[src/rtl/alu_pipe_if.sv]
`default_nettype none
// =============================================================================
// alu_pipe_if : operation/result handshake bundle for alu_pipe_unit
// Rev 1.0
// =============================================================================
interface alu_pipe_if #(
    parameter int REG_SIZE = 32,
    parameter int SHAMT_W  = 8
);
    logic                in_valid;
    logic                in_ready;
    logic [3:0]          opcode;
    logic                s_bit;
    logic                b_imm;
    logic [REG_SIZE-1:0] d0;
    logic [REG_SIZE-1:0] d1;
    logic [7:0]          imm;
    logic [3:0]          rot;
    logic [7:0]          shift;
    logic [SHAMT_W-1:0]  shift_amt;
    logic                mul;
    logic                out_valid;
    logic                out_ready;
    logic [REG_SIZE-1:0] data_out;
    logic                we;
    logic [3:0]          flags;

    modport master (
        output in_valid, opcode, s_bit, b_imm, d0, d1, imm, rot, shift, shift_amt, mul,
        output out_ready,
        input  in_ready, out_valid, data_out, we, flags
    );

    modport slave (
        input  in_valid, opcode, s_bit, b_imm, d0, d1, imm, rot, shift, shift_amt, mul,
        input  out_ready,
        output in_ready, out_valid, data_out, we, flags
    );
endinterface
`default_nettype wire

[src/rtl/alu_pipe_unit.sv]
`default_nettype none
// =============================================================================
// alu_pipe_unit : registered ARM-style DP ALU with barrel shifter and NZCV flags;
//                 define ALU_MUL_EN for the iterative shift-add multiplier.
// Rev 1.0
// =============================================================================
module alu_pipe_unit #(
    parameter int REG_SIZE = 32,
    parameter int SHAMT_W  = 8
) (
    input  wire       clk,
    input  wire       reset,
    alu_pipe_if.slave bus
);
    localparam int C_LW    = $clog2(REG_SIZE);
    localparam int C_AMT_W = (SHAMT_W > 5) ? SHAMT_W : 5;

    localparam logic [3:0] C_OP_AND = 4'h0, C_OP_EOR = 4'h1, C_OP_SUB = 4'h2, C_OP_RSB = 4'h3;
    localparam logic [3:0] C_OP_ADD = 4'h4, C_OP_ADC = 4'h5, C_OP_SBC = 4'h6, C_OP_RSC = 4'h7;
    localparam logic [3:0] C_OP_TST = 4'h8, C_OP_TEQ = 4'h9, C_OP_CMP = 4'hA, C_OP_CMN = 4'hB;
    localparam logic [3:0] C_OP_ORR = 4'hC, C_OP_MOV = 4'hD, C_OP_BIC = 4'hE;

    typedef enum logic [0:0] {
        S_IDLE = 1'b0
`ifdef ALU_MUL_EN
        , S_MUL = 1'b1
`endif
    } state_t;

    state_t              state_q, state_d;
    logic                out_valid_q, out_valid_d;
    logic [REG_SIZE-1:0] data_out_q, data_out_d;
    logic                we_q, we_d;
    logic [3:0]          flags_q, flags_d;

    function automatic logic [REG_SIZE-1:0] rotr(input logic [REG_SIZE-1:0] v, input int r);
        return (v >> r) | (v << (REG_SIZE - r));
    endfunction

    // ---------------- operand 2 / shifter ----------------
    logic [C_AMT_W-1:0]         w_amt;
    logic [REG_SIZE-1:0]        w_op2;
    logic                       w_sh_c;
    logic                       w_c_in;
    logic [REG_SIZE:0]          w_wide;
    logic signed [REG_SIZE:0]   w_wide_a;
    int                         w_rot_n;

    assign w_c_in = flags_q[1];

    always_comb begin
        w_amt    = bus.shift[0] ? C_AMT_W'(bus.shift_amt) : C_AMT_W'(bus.shift[7:3]);
        w_op2    = bus.d1;
        w_sh_c   = w_c_in;
        w_wide   = '0;
        w_wide_a = '0;
        w_rot_n  = 0;
        if (bus.b_imm) begin
            w_rot_n = (int'(bus.rot) * 2) % REG_SIZE;
            w_op2   = rotr(REG_SIZE'(bus.imm), w_rot_n);
            w_sh_c  = (bus.rot != 4'd0) ? w_op2[REG_SIZE-1] : w_c_in;
        end else if (w_amt != '0) begin
            // The extra bit on the wide vectors catches the last bit shifted out;
            // shifts past the width naturally give zero data and zero carry.
            unique case (bus.shift[2:1])
                2'd0: begin
                    w_wide = {1'b0, bus.d1} << w_amt;
                    w_op2  = w_wide[REG_SIZE-1:0];
                    w_sh_c = w_wide[REG_SIZE];
                end
                2'd1: begin
                    w_wide = {bus.d1, 1'b0} >> w_amt;
                    w_op2  = w_wide[REG_SIZE:1];
                    w_sh_c = w_wide[0];
                end
                2'd2: begin
                    if (int'(w_amt) >= REG_SIZE) begin
                        w_op2  = {REG_SIZE{bus.d1[REG_SIZE-1]}};
                        w_sh_c = bus.d1[REG_SIZE-1];
                    end else begin
                        w_wide_a = $signed({bus.d1, 1'b0}) >>> w_amt;
                        w_op2    = w_wide_a[REG_SIZE:1];
                        w_sh_c   = w_wide_a[0];
                    end
                end
                default: begin
                    w_rot_n = int'(w_amt) % REG_SIZE;
                    w_op2   = rotr(bus.d1, w_rot_n);
                    w_sh_c  = w_op2[REG_SIZE-1];
                end
            endcase
        end
    end

    // ---------------- ALU ----------------
    logic [REG_SIZE-1:0] w_x, w_y, w_logic, w_res;
    logic                w_cin, w_arith, w_ovf, w_test;
    logic [REG_SIZE:0]   w_sum;
    logic [3:0]          w_flags_new;

    always_comb begin
        w_x     = bus.d0;
        w_y     = w_op2;
        w_cin   = 1'b0;
        w_arith = 1'b1;
        w_logic = '0;
        unique case (bus.opcode)
            C_OP_SUB, C_OP_CMP: begin w_y = ~w_op2; w_cin = 1'b1; end
            C_OP_RSB:           begin w_x = w_op2; w_y = ~bus.d0; w_cin = 1'b1; end
            C_OP_ADD, C_OP_CMN: begin w_cin = 1'b0; end
            C_OP_ADC:           begin w_cin = w_c_in; end
            C_OP_SBC:           begin w_y = ~w_op2; w_cin = w_c_in; end
            C_OP_RSC:           begin w_x = w_op2; w_y = ~bus.d0; w_cin = w_c_in; end
            C_OP_AND, C_OP_TST: begin w_arith = 1'b0; w_logic = bus.d0 & w_op2; end
            C_OP_EOR, C_OP_TEQ: begin w_arith = 1'b0; w_logic = bus.d0 ^ w_op2; end
            C_OP_ORR:           begin w_arith = 1'b0; w_logic = bus.d0 | w_op2; end
            C_OP_MOV:           begin w_arith = 1'b0; w_logic = w_op2; end
            C_OP_BIC:           begin w_arith = 1'b0; w_logic = bus.d0 & ~w_op2; end
            default:            begin w_arith = 1'b0; w_logic = ~w_op2; end
        endcase
        w_sum = {1'b0, w_x} + {1'b0, w_y} + (REG_SIZE+1)'(w_cin);
        // Subtracts add the inverted operand, so one overflow rule covers both.
        w_ovf = (w_x[REG_SIZE-1] == w_y[REG_SIZE-1]) && (w_sum[REG_SIZE-1] != w_x[REG_SIZE-1]);
        w_res = w_arith ? w_sum[REG_SIZE-1:0] : w_logic;
        w_test = (bus.opcode[3:2] == 2'b10);
        w_flags_new = {w_res[REG_SIZE-1], ~|w_res,
                       w_arith ? w_sum[REG_SIZE] : w_sh_c,
                       w_arith ? w_ovf : flags_q[0]};
    end

    // ---------------- handshake / pipeline ----------------
    logic w_accept, w_mul_req;

`ifdef ALU_MUL_EN
    assign w_mul_req = bus.mul;
    logic [REG_SIZE-1:0] acc_q, acc_d, mcand_q, mcand_d, mplier_q, mplier_d, w_acc_next;
    logic [C_LW-1:0]     cnt_q, cnt_d;
    logic                mul_s_q, mul_s_d;
`else
    logic unused_mul;
    assign unused_mul = bus.mul;
    assign w_mul_req  = 1'b0;
`endif

    assign bus.in_ready  = (state_q == S_IDLE) && (!out_valid_q || bus.out_ready);
    assign w_accept      = bus.in_valid && bus.in_ready;
    assign bus.out_valid = out_valid_q;
    assign bus.data_out  = data_out_q;
    assign bus.we        = we_q;
    assign bus.flags     = flags_q;

    always_comb begin
        state_d     = state_q;
        out_valid_d = out_valid_q && !bus.out_ready;
        data_out_d  = data_out_q;
        we_d        = we_q;
        flags_d     = flags_q;
`ifdef ALU_MUL_EN
        acc_d      = acc_q;
        mcand_d    = mcand_q;
        mplier_d   = mplier_q;
        cnt_d      = cnt_q;
        mul_s_d    = mul_s_q;
        w_acc_next = acc_q + (mplier_q[0] ? mcand_q : '0);
`endif
        if (w_accept && !w_mul_req) begin
            out_valid_d = 1'b1;
            data_out_d  = w_res;
            we_d        = !w_test;
            if (bus.s_bit || w_test) flags_d = w_flags_new;
        end
`ifdef ALU_MUL_EN
        if (w_accept && w_mul_req) begin
            state_d  = S_MUL;
            acc_d    = '0;
            mcand_d  = bus.d0;
            mplier_d = bus.d1;
            cnt_d    = '0;
            mul_s_d  = bus.s_bit;
        end
        if (state_q == S_MUL) begin
            acc_d    = w_acc_next;
            mcand_d  = mcand_q << 1;
            mplier_d = mplier_q >> 1;
            cnt_d    = cnt_q + C_LW'(1);
            if (cnt_q == C_LW'(REG_SIZE-1)) begin
                state_d     = S_IDLE;
                out_valid_d = 1'b1;
                data_out_d  = w_acc_next;
                we_d        = 1'b1;
                if (mul_s_q) flags_d[3:2] = {w_acc_next[REG_SIZE-1], ~|w_acc_next};
            end
        end
`endif
    end

    always_ff @(posedge clk) begin
        if (reset) begin
            state_q     <= S_IDLE;
            out_valid_q <= 1'b0;
            data_out_q  <= '0;
            we_q        <= 1'b0;
            flags_q     <= 4'b0000;
`ifdef ALU_MUL_EN
            acc_q       <= '0;
            mcand_q     <= '0;
            mplier_q    <= '0;
            cnt_q       <= '0;
            mul_s_q     <= 1'b0;
`endif
        end else begin
            state_q     <= state_d;
            out_valid_q <= out_valid_d;
            data_out_q  <= data_out_d;
            we_q        <= we_d;
            flags_q     <= flags_d;
`ifdef ALU_MUL_EN
            acc_q       <= acc_d;
            mcand_q     <= mcand_d;
            mplier_q    <= mplier_d;
            cnt_q       <= cnt_d;
            mul_s_q     <= mul_s_d;
`endif
        end
    end
endmodule
`default_nettype wire

[src/flat_wrapper.sv]
// flat-port wrapper written by rule: the top's interface ports become plain ports
module alu_pipe_unit_flat 
#(
    parameter int REG_SIZE = 32,
    parameter int SHAMT_W  = 8
)
  (clk, reset, bus_in_valid, bus_opcode, bus_s_bit, bus_b_imm, bus_d0, bus_d1, bus_imm, bus_rot, bus_shift, bus_shift_amt, bus_mul, bus_out_ready, bus_in_ready, bus_out_valid, bus_data_out, bus_we, bus_flags);
  alu_pipe_if #(.REG_SIZE(REG_SIZE), .SHAMT_W(SHAMT_W)) bus_i ();
  input  wire clk;
  input  wire reset;
  input wire logic [$bits(bus_i.in_valid)-1:0] bus_in_valid;
  input wire logic [$bits(bus_i.opcode)-1:0] bus_opcode;
  input wire logic [$bits(bus_i.s_bit)-1:0] bus_s_bit;
  input wire logic [$bits(bus_i.b_imm)-1:0] bus_b_imm;
  input wire logic [$bits(bus_i.d0)-1:0] bus_d0;
  input wire logic [$bits(bus_i.d1)-1:0] bus_d1;
  input wire logic [$bits(bus_i.imm)-1:0] bus_imm;
  input wire logic [$bits(bus_i.rot)-1:0] bus_rot;
  input wire logic [$bits(bus_i.shift)-1:0] bus_shift;
  input wire logic [$bits(bus_i.shift_amt)-1:0] bus_shift_amt;
  input wire logic [$bits(bus_i.mul)-1:0] bus_mul;
  input wire logic [$bits(bus_i.out_ready)-1:0] bus_out_ready;
  output wire logic [$bits(bus_i.in_ready)-1:0] bus_in_ready;
  output wire logic [$bits(bus_i.out_valid)-1:0] bus_out_valid;
  output wire logic [$bits(bus_i.data_out)-1:0] bus_data_out;
  output wire logic [$bits(bus_i.we)-1:0] bus_we;
  output wire logic [$bits(bus_i.flags)-1:0] bus_flags;
  assign bus_i.in_valid = bus_in_valid;
  assign bus_i.opcode = bus_opcode;
  assign bus_i.s_bit = bus_s_bit;
  assign bus_i.b_imm = bus_b_imm;
  assign bus_i.d0 = bus_d0;
  assign bus_i.d1 = bus_d1;
  assign bus_i.imm = bus_imm;
  assign bus_i.rot = bus_rot;
  assign bus_i.shift = bus_shift;
  assign bus_i.shift_amt = bus_shift_amt;
  assign bus_i.mul = bus_mul;
  assign bus_i.out_ready = bus_out_ready;
  assign bus_in_ready = bus_i.in_ready;
  assign bus_out_valid = bus_i.out_valid;
  assign bus_data_out = bus_i.data_out;
  assign bus_we = bus_i.we;
  assign bus_flags = bus_i.flags;
  alu_pipe_unit #(.REG_SIZE(REG_SIZE), .SHAMT_W(SHAMT_W)) u_core (.clk(clk), .reset(reset), .bus(bus_i));
endmodule
[config.mk]
export PLATFORM = sky130hd
export DESIGN_NAME = alu_pipe_unit_flat
export DESIGN_NICKNAME = d
export VERILOG_FILES = /design/src/rtl/alu_pipe_if.sv /design/src/rtl/alu_pipe_unit.sv /design/src/flat_wrapper.sv
export SDC_FILE = /design/constraint.sdc
export NUM_CORES = 1
export LEC_CHECK = 0
export BUFFER_PORTS_ARGS = -buffer_cell sky130_fd_sc_hd__buf_2
export CAP_MARGIN = 20
export CORE_ASPECT_RATIO = 0.7
export CORE_MARGIN = 2
export CORE_UTILIZATION = 30
export CTS_BUF_LIST = sky130_fd_sc_hd__clkbuf_2 sky130_fd_sc_hd__clkbuf_4 sky130_fd_sc_hd__clkbuf_8
export CTS_CLUSTER_SIZE = 20
export DETAILED_ROUTE_END_ITERATION = 8
export PLACE_DENSITY = 0.44
export SLEW_MARGIN = 20
export SYNTH_ARGS = -nofsm -noshare
export SYNTH_HDL_FRONTEND = slang
export SYNTH_SLANG_ARGS = --single-unit
[constraint.sdc]
create_clock -name clk -period 8.71 [get_ports clk]
set_input_delay 0.871 -clock clk [delete_from_list [all_inputs] [get_ports clk]]
set_output_delay 0.871 -clock clk [all_outputs]
set_load 0.01 [all_outputs]
=== Yosys cells after proc, flatten, opt, wreduce, memory -nomap -nowiden ===
Cells that the tools add are included.

* Bitwise operators: 8
* Equal/unequal tests: 20
* Mux-type cells: 18
* Magnitude comparators: 1
* Shifts and indexed selects: 7
* Reduce and logical (&&, ||, !) cells: 25
* Add/sub/neg operators: 4
* Div/mod/pow operators: 0
* Multiply operators: 0

{| class="wikitable"
|+ Operators by type and width
! kind !! count
|-
| 32-bit case mux with 6 select lines || 1
|-
| 32-bit two-way mux || 5
|-
| 32-bit bitwise OR || 3
|-
| 32-bit case mux with 3 select lines || 1
|-
| 32-bit bitwise AND || 2
|-
| 32-bit NOT || 2
|-
| 32-bit case mux with 2 select lines || 1
|-
| 32-bit by 32-bit adder with 33-bit output || 1
|-
| 33-bit by 1-bit adder with 33-bit output || 1
|-
| 32-bit by 8-bit << shifter with 33-bit output || 1
|-
| 33-bit by 8-bit right shift with 33-bit output || 1
|-
| 33-bit by 8-bit >>> shifter with 33-bit output || 1
|-
| 32-bit OR reduction || 1
|-
| 32-bit by 32-bit << shifter with 32-bit output || 1
|-
| 8-bit by 32-bit << shifter with 32-bit output || 1
|-
| 32-bit by 5-bit right shift with 32-bit output || 1
|-
| 8-bit by 5-bit right shift with 32-bit output || 1
|-
| 32-bit XOR || 1
|-
| 4-bit == test, second input constant || 7
|-
| 4-bit by 3-bit == test with 1-bit output, second input constant || 4
|-
| 6-bit by 5-bit subtractor with 7-bit output, first input constant || 2
|-
| 3-bit OR reduction || 3
|-
| 4-bit by 2-bit == test with 1-bit output, second input constant || 2
|-
| 8-bit by 6-bit >= comparator with 1-bit output, second input constant || 1
|-
| other kinds (23) || 38
|}

* Memory bits (writable): 0
* Output and inout port bits: 39
* Register bits after elaboration: 38
* Bits in latches: 0
* Memories kept: 0
* Logic and storage cells: 89
* ROM bits: 0

=== Logic depth before layout (Yosys ltp) ===
* Depth after elaboration: 14
* Mapped depth: 37
* Mapped depth without buffers: 27

=== Worst setup path after synthesis ===
OpenSTA, ideal clock, no wires.

* Path type: input port to flip-flop
* Start: input port bus_shift[4]
* End: register u_core.flags_q[2], in the netlist u_core.bus.flags[2]
* Data required time: 8.641 ns
* Data arrival time: 8.164 ns
* Path buffers: 11
* Setup time: 0.069 ns
* Slack: 0.477 ns
* Stages on the path: 37
* Path through: buf_2 -> mux2_4 -> inv_6 -> buf_6 -> buf_8 -> buf_6 -> buf_6 -> buf_2 -> buf_1 -> ha_1 -> clkbuf_1 -> xnor2_1 -> buf_4 -> buf_4 -> buf_1 -> nor3_1 -> a31o_2 -> a2111oi_0 -> a221oi_1 -> nand2_1 -> mux2i_1 -> o21ai_0 -> fa_1 -> inv_1 -> fa_1 -> nor2b_1 -> o21a_1 -> o21a_1 -> o21ai_1 -> o21ai_0 -> xnor2_1 -> o21ai_0 -> a221o_1 -> or4_4 -> a2111oi_4 -> nand4_1 -> o21ai_1

* Cells in the longest elaborated chain, start to end: 14

{| class="wikitable"
|+ Ends and longest elaborated chain
! element !! line !! text
|-
| from (decl) || flat_wrapper.sv:19 || <nowiki>input wire logic [$bits(bus_i.shift)-1:0] bus_shift;</nowiki>
|-
| 8-bit two-way mux * || alu_pipe_unit.sv:52 || <nowiki>w_amt = bus.shift[0] ? C_AMT_W'(bus.shift_amt) : C_AMT_W'(bus.shift[7:3]);</nowiki>
|-
| 6-bit by 5-bit subtractor with 7-bit output || alu_pipe_unit.sv:37 || <nowiki>return (v >> r) | (v << (REG_SIZE - r));</nowiki>
|-
| 32-bit by 32-bit << shifter with 32-bit output || alu_pipe_unit.sv:37 ||
|-
| 32-bit bitwise OR || alu_pipe_unit.sv:37 ||
|-
| 32-bit case mux with 3 select lines || alu_pipe_unit.sv:65 || <nowiki>unique case (bus.shift[2:1])</nowiki>
|-
| 32-bit two-way mux * || alu_pipe_unit.sv:62 || <nowiki>end else if (w_amt != '0) begin</nowiki>
|-
| 32-bit two-way mux * || alu_pipe_unit.sv:58 || <nowiki>if (bus.b_imm) begin</nowiki>
|-
| 32-bit NOT || - ||
|-
| 32-bit case mux with 2 select lines || alu_pipe_unit.sv:107 || <nowiki>unique case (bus.opcode)</nowiki>
|-
| 32-bit by 32-bit adder with 33-bit output || alu_pipe_unit.sv:121 || <nowiki>w_sum = {1'b0, w_x} + {1'b0, w_y} + (REG_SIZE+1)'(w_cin);</nowiki>
|-
| 33-bit by 1-bit adder with 33-bit output || alu_pipe_unit.sv:121 ||
|-
| 32-bit two-way mux * || alu_pipe_unit.sv:124 || <nowiki>w_res = w_arith ? w_sum[REG_SIZE-1:0] : w_logic;</nowiki>
|-
| 32-bit OR reduction * || alu_pipe_unit.sv:126 || <nowiki>w_flags_new = {w_res[REG_SIZE-1], ~|w_res,</nowiki>
|-
| 1-bit logical NOT * || alu_pipe_unit.sv:126 ||
|-
| to (signal assigned) || alu_pipe_unit.sv:216 || <nowiki>flags_q <= flags_d;</nowiki>
|-
| to (decl) || alu_pipe_unit.sv:34 || <nowiki>logic [3:0] flags_q, flags_d;</nowiki>
|}

Every way passes the cells marked *; elsewhere a longest branch is shown, timed or not.
A chain may end at the register's enable or synchronous reset.

=== Final worst setup path ===
* Start: input port bus_shift[0]
* End: register u_core.flags_q[2], in the netlist u_core.bus.flags[2]

The elaborated chain is that of the path after synthesis.

==> impl_results.md <==
* Status: complete, but fails checks
* Failing checks: setup timing
* Layout net count at 2,845
* CP max FO at 27
* Worst Path Arrival at 9140 ps
* Worst path max stage delay at 790 ps
* Synth warnings at 0
* Fin Hold WS at around 460 ps
* GRT Total Usage at 41.8%
* Clock transition at path regs at 80 ps
* Vias in the first global route at between 20,000 and 25,000
* Synth top area cells: mux2i_1, o21ai_0, nand2_1, a21oi_1, mux4_2
* Worst Path Class, Setup: in2reg
* Hold buffers post-CTS at 0
* Most frequent CP cell: buf_4
* Top-count cell post-synth: nand2_1
* Fraction of registers with async set or reset after synthesis at 0%
* PD cells at 125 nW/um^2
* Final Wtd Congestion at 1.06
* Largest net degree at the start of global routing at 62
* Setup crit end kind: register
* Initial core utilization at 30.6%
* Core area at 57,200 sq um
* Num CTS Buffers at 5
* Syn nets at 2,743
* Critical path launch point type: input pin
* Routed WL at 130,000 microns
* Seq cells post-synth at 38
* Fmax at 0.112 GHz
* Mapped Area at 17,500 sq um
* FP Rows at 73
* Syn-to-layout area delta at 13.3%
* Final setup vio count at 1
* Hold WC Path Type: reg2reg
* ANT nets after route at 0
* Worst-Margin Slew at roughly 1200 ps
* First-iteration detailed-routing DRC count at roughly 4,400
* Static leakage at 8.10 nW
* Clock root cell: clkbuf_8
* First-pass GRT wire length at roughly 180,000 microns
* # H-tree levels at 2
* Max_cap viols at 0
* RSZ-0062 raised after global routing: false
* Die height at 206 microns
* Post-synth top area cell: mux2i_1
* R2R Setup Slk at 3600 ps
* CTS resizes at 0
* Placed inst area at 19,700 sq um
* Post-CTS Setup Inserts at 0
* Synth Area per Inst at 6.80 sq um
* HPWL Detailed at approximately 100,000 microns
* Max clock buf depth at 2
* Via count of the routed design at 24,647
* VDD IR max at 0.0659 mV
* Final Cell Area at 19,800 sq um
* Share of cells above drive strength 1 at 18.6%
* Final hold vios at 0
* Clock Skew at 7.61 ps
* CTS tree: done
* # port buffers at between 100 and 150
* Clock Latency Late Sink at 290 ps
* Top cells by count, synth: nand2_1, o21ai_0, mux2i_1
* Num Clock Sinks at 38
* EDFF count, synth at 0
* Most used DFF post-synth: dfxtp_1
* Slew Limit Headroom at 19.6%
* Remaining global-route overflow at 0
* Wire length per cell at 38.0 microns
* Post-Place Worst Slack at between 150 and 200 ps
* Critical Path RT at 8930 ps
* Drt pass-1 iters at 6
* Utilization after layout at approximately a third
* Unique masters post-synth at 93
* # IOs at about 140
* Post-synth top area share at 13.7%
* Period utilisation layout at 102%
* Die width at 293 microns
* Die area at ~60,000 sq um
* Antenna violations before repair at 11
* Minimum clock period after layout at between 8000 and 9000 ps
* Slowest-stage cell, CP: o211ai_1
* Synth Instances at 2,573
* Routed vias/inst at slightly above 7
* PnR worst setup slack at -211 ps
* Sequential area share after synthesis at 4.35%
* DRC violations left at 0
* Final Max Slew Viols at 0
cell type report:
| cell class | count | area (sq um) |
|---|---|---|
| sequential | 38 | 761 |
| inverter | 58 | 228 |
| timing repair buffer | 358 | 2390 |
| clock inverter | 2 | 12.5 |
| multi-input combinational | 2214 | 15400 |
| fill | 6294 | 37400 |
| antenna | 3 | 7.51 |
| tap | 750 | 938 |
| clock buffer | 6 | 82.6 |
power by group:
part | total, W | switching [W] | internal, W
Combinational | 0.00214 | 0.00144 | 0.000698
Clock | 0.000125 | 0.0000616 | 0.0000636
Sequential | 0.000205 | 0.0000119 | 0.000194
Total | 0.00247 | 0.00151 | 0.000955
sequential cells by signal, summed over array words and instances, names as in the netlist:
register and count:
u_core.bus.flags 4, u_core.bus.data_out 32, u_core.bus.out_valid 1, u_core.bus.we 1
layer usage:
metal / vias to the layer above / part of all wire (%) / track usage, %
li1: 10230 / - / -
met1: 12159 / 45 / 62.4
met2: 2040 / 36 / 53.7
met3: 214 / 15 / 16.0
met4: 4 / 3.3 / 11.5
met5: - / 0.020 / 0
kinds of logic after synthesis:
family	count (synthesis)	synth area share (%)
compound gates	1040	39.7
simple gates	766	20.5
buf+inv	321	8.07
mux	309	20.8
fa+ha+maj	67	4.88
flops	38	4.35
xor+xnor	32	1.60
cells in the final DEF (no fill, tap or decap), drive strengths merged, types with 11 or more instances in the layout:
| master | Yosys | routed |
|---|---|---|
| a2111oi | 11 | 11 |
| a211oi | 34 | 34 |
| a21o | 26 | 26 |
| a21oi | 195 | 195 |
| a221oi | 60 | 60 |
| a22o | 18 | 18 |
| a22oi | 34 | 34 |
| a311oi | 11 | 11 |
| a31oi | 43 | 43 |
| and2 | 14 | 14 |
| and3 | 16 | 16 |
| buf | 80 | 358 |
| dfxtp | 38 | 38 |
| ha | 65 | 65 |
| inv | 57 | 57 |
| mux2 | 29 | 29 |
| mux2i | 240 | 240 |
| mux4 | 40 | 40 |
| nand2 | 271 | 271 |
| nand2b | 24 | 24 |
| nand3 | 62 | 62 |
| nand4 | 20 | 20 |
| nor2 | 175 | 175 |
| nor2b | 14 | 14 |
| nor3 | 87 | 87 |
| nor4 | 13 | 13 |
| o211ai | 42 | 42 |
| o21a | 25 | 25 |
| o21ai | 247 | 247 |
| o221ai | 34 | 34 |
| o22a | 11 | 11 |
| o22ai | 96 | 96 |
| o31ai | 28 | 28 |
| or2 | 14 | 14 |
| or3 | 13 | 13 |
| xnor2 | 22 | 22 |
path summary, 6_finish.rpt:
path	startpoint	endpoint	cells after the start
worst min-delay path	u_core.bus.data_out[31]	u_core.bus.data_out[31]	2
worst max register to register	u_core.bus.flags[1]	u_core.bus.flags[2]	17
worst max-delay path	bus_shift[0]	u_core.bus.flags[2]	29
worst min register to register	u_core.bus.data_out[31]	u_core.bus.data_out[31]	2
through the flow:
stage | instances | total power [W] | TNS, ps
after floorplan | 2573 | 0.00137 | 0
after detailed placement | 3417 | 0.00222 | 0
after global routing | 3426 | 0.00255 | 0
final | 3429 | 0.00247 | -211
after global placement | 3417 | 0.00222 | 0
after CTS | 3425 | 0.00236 | 0
worst max-delay path, delay by kind of cell:
family	cells	cell delay, ps
adders and majority gates	1	260
buffers and inverters	7	1680
AOI/OAI and AO/OA	13	3790
and+or+nand+nor	5	1850
muxes	2	420
xor gates and xnor gates	1	230
Power figures use the tool's default switching activity.
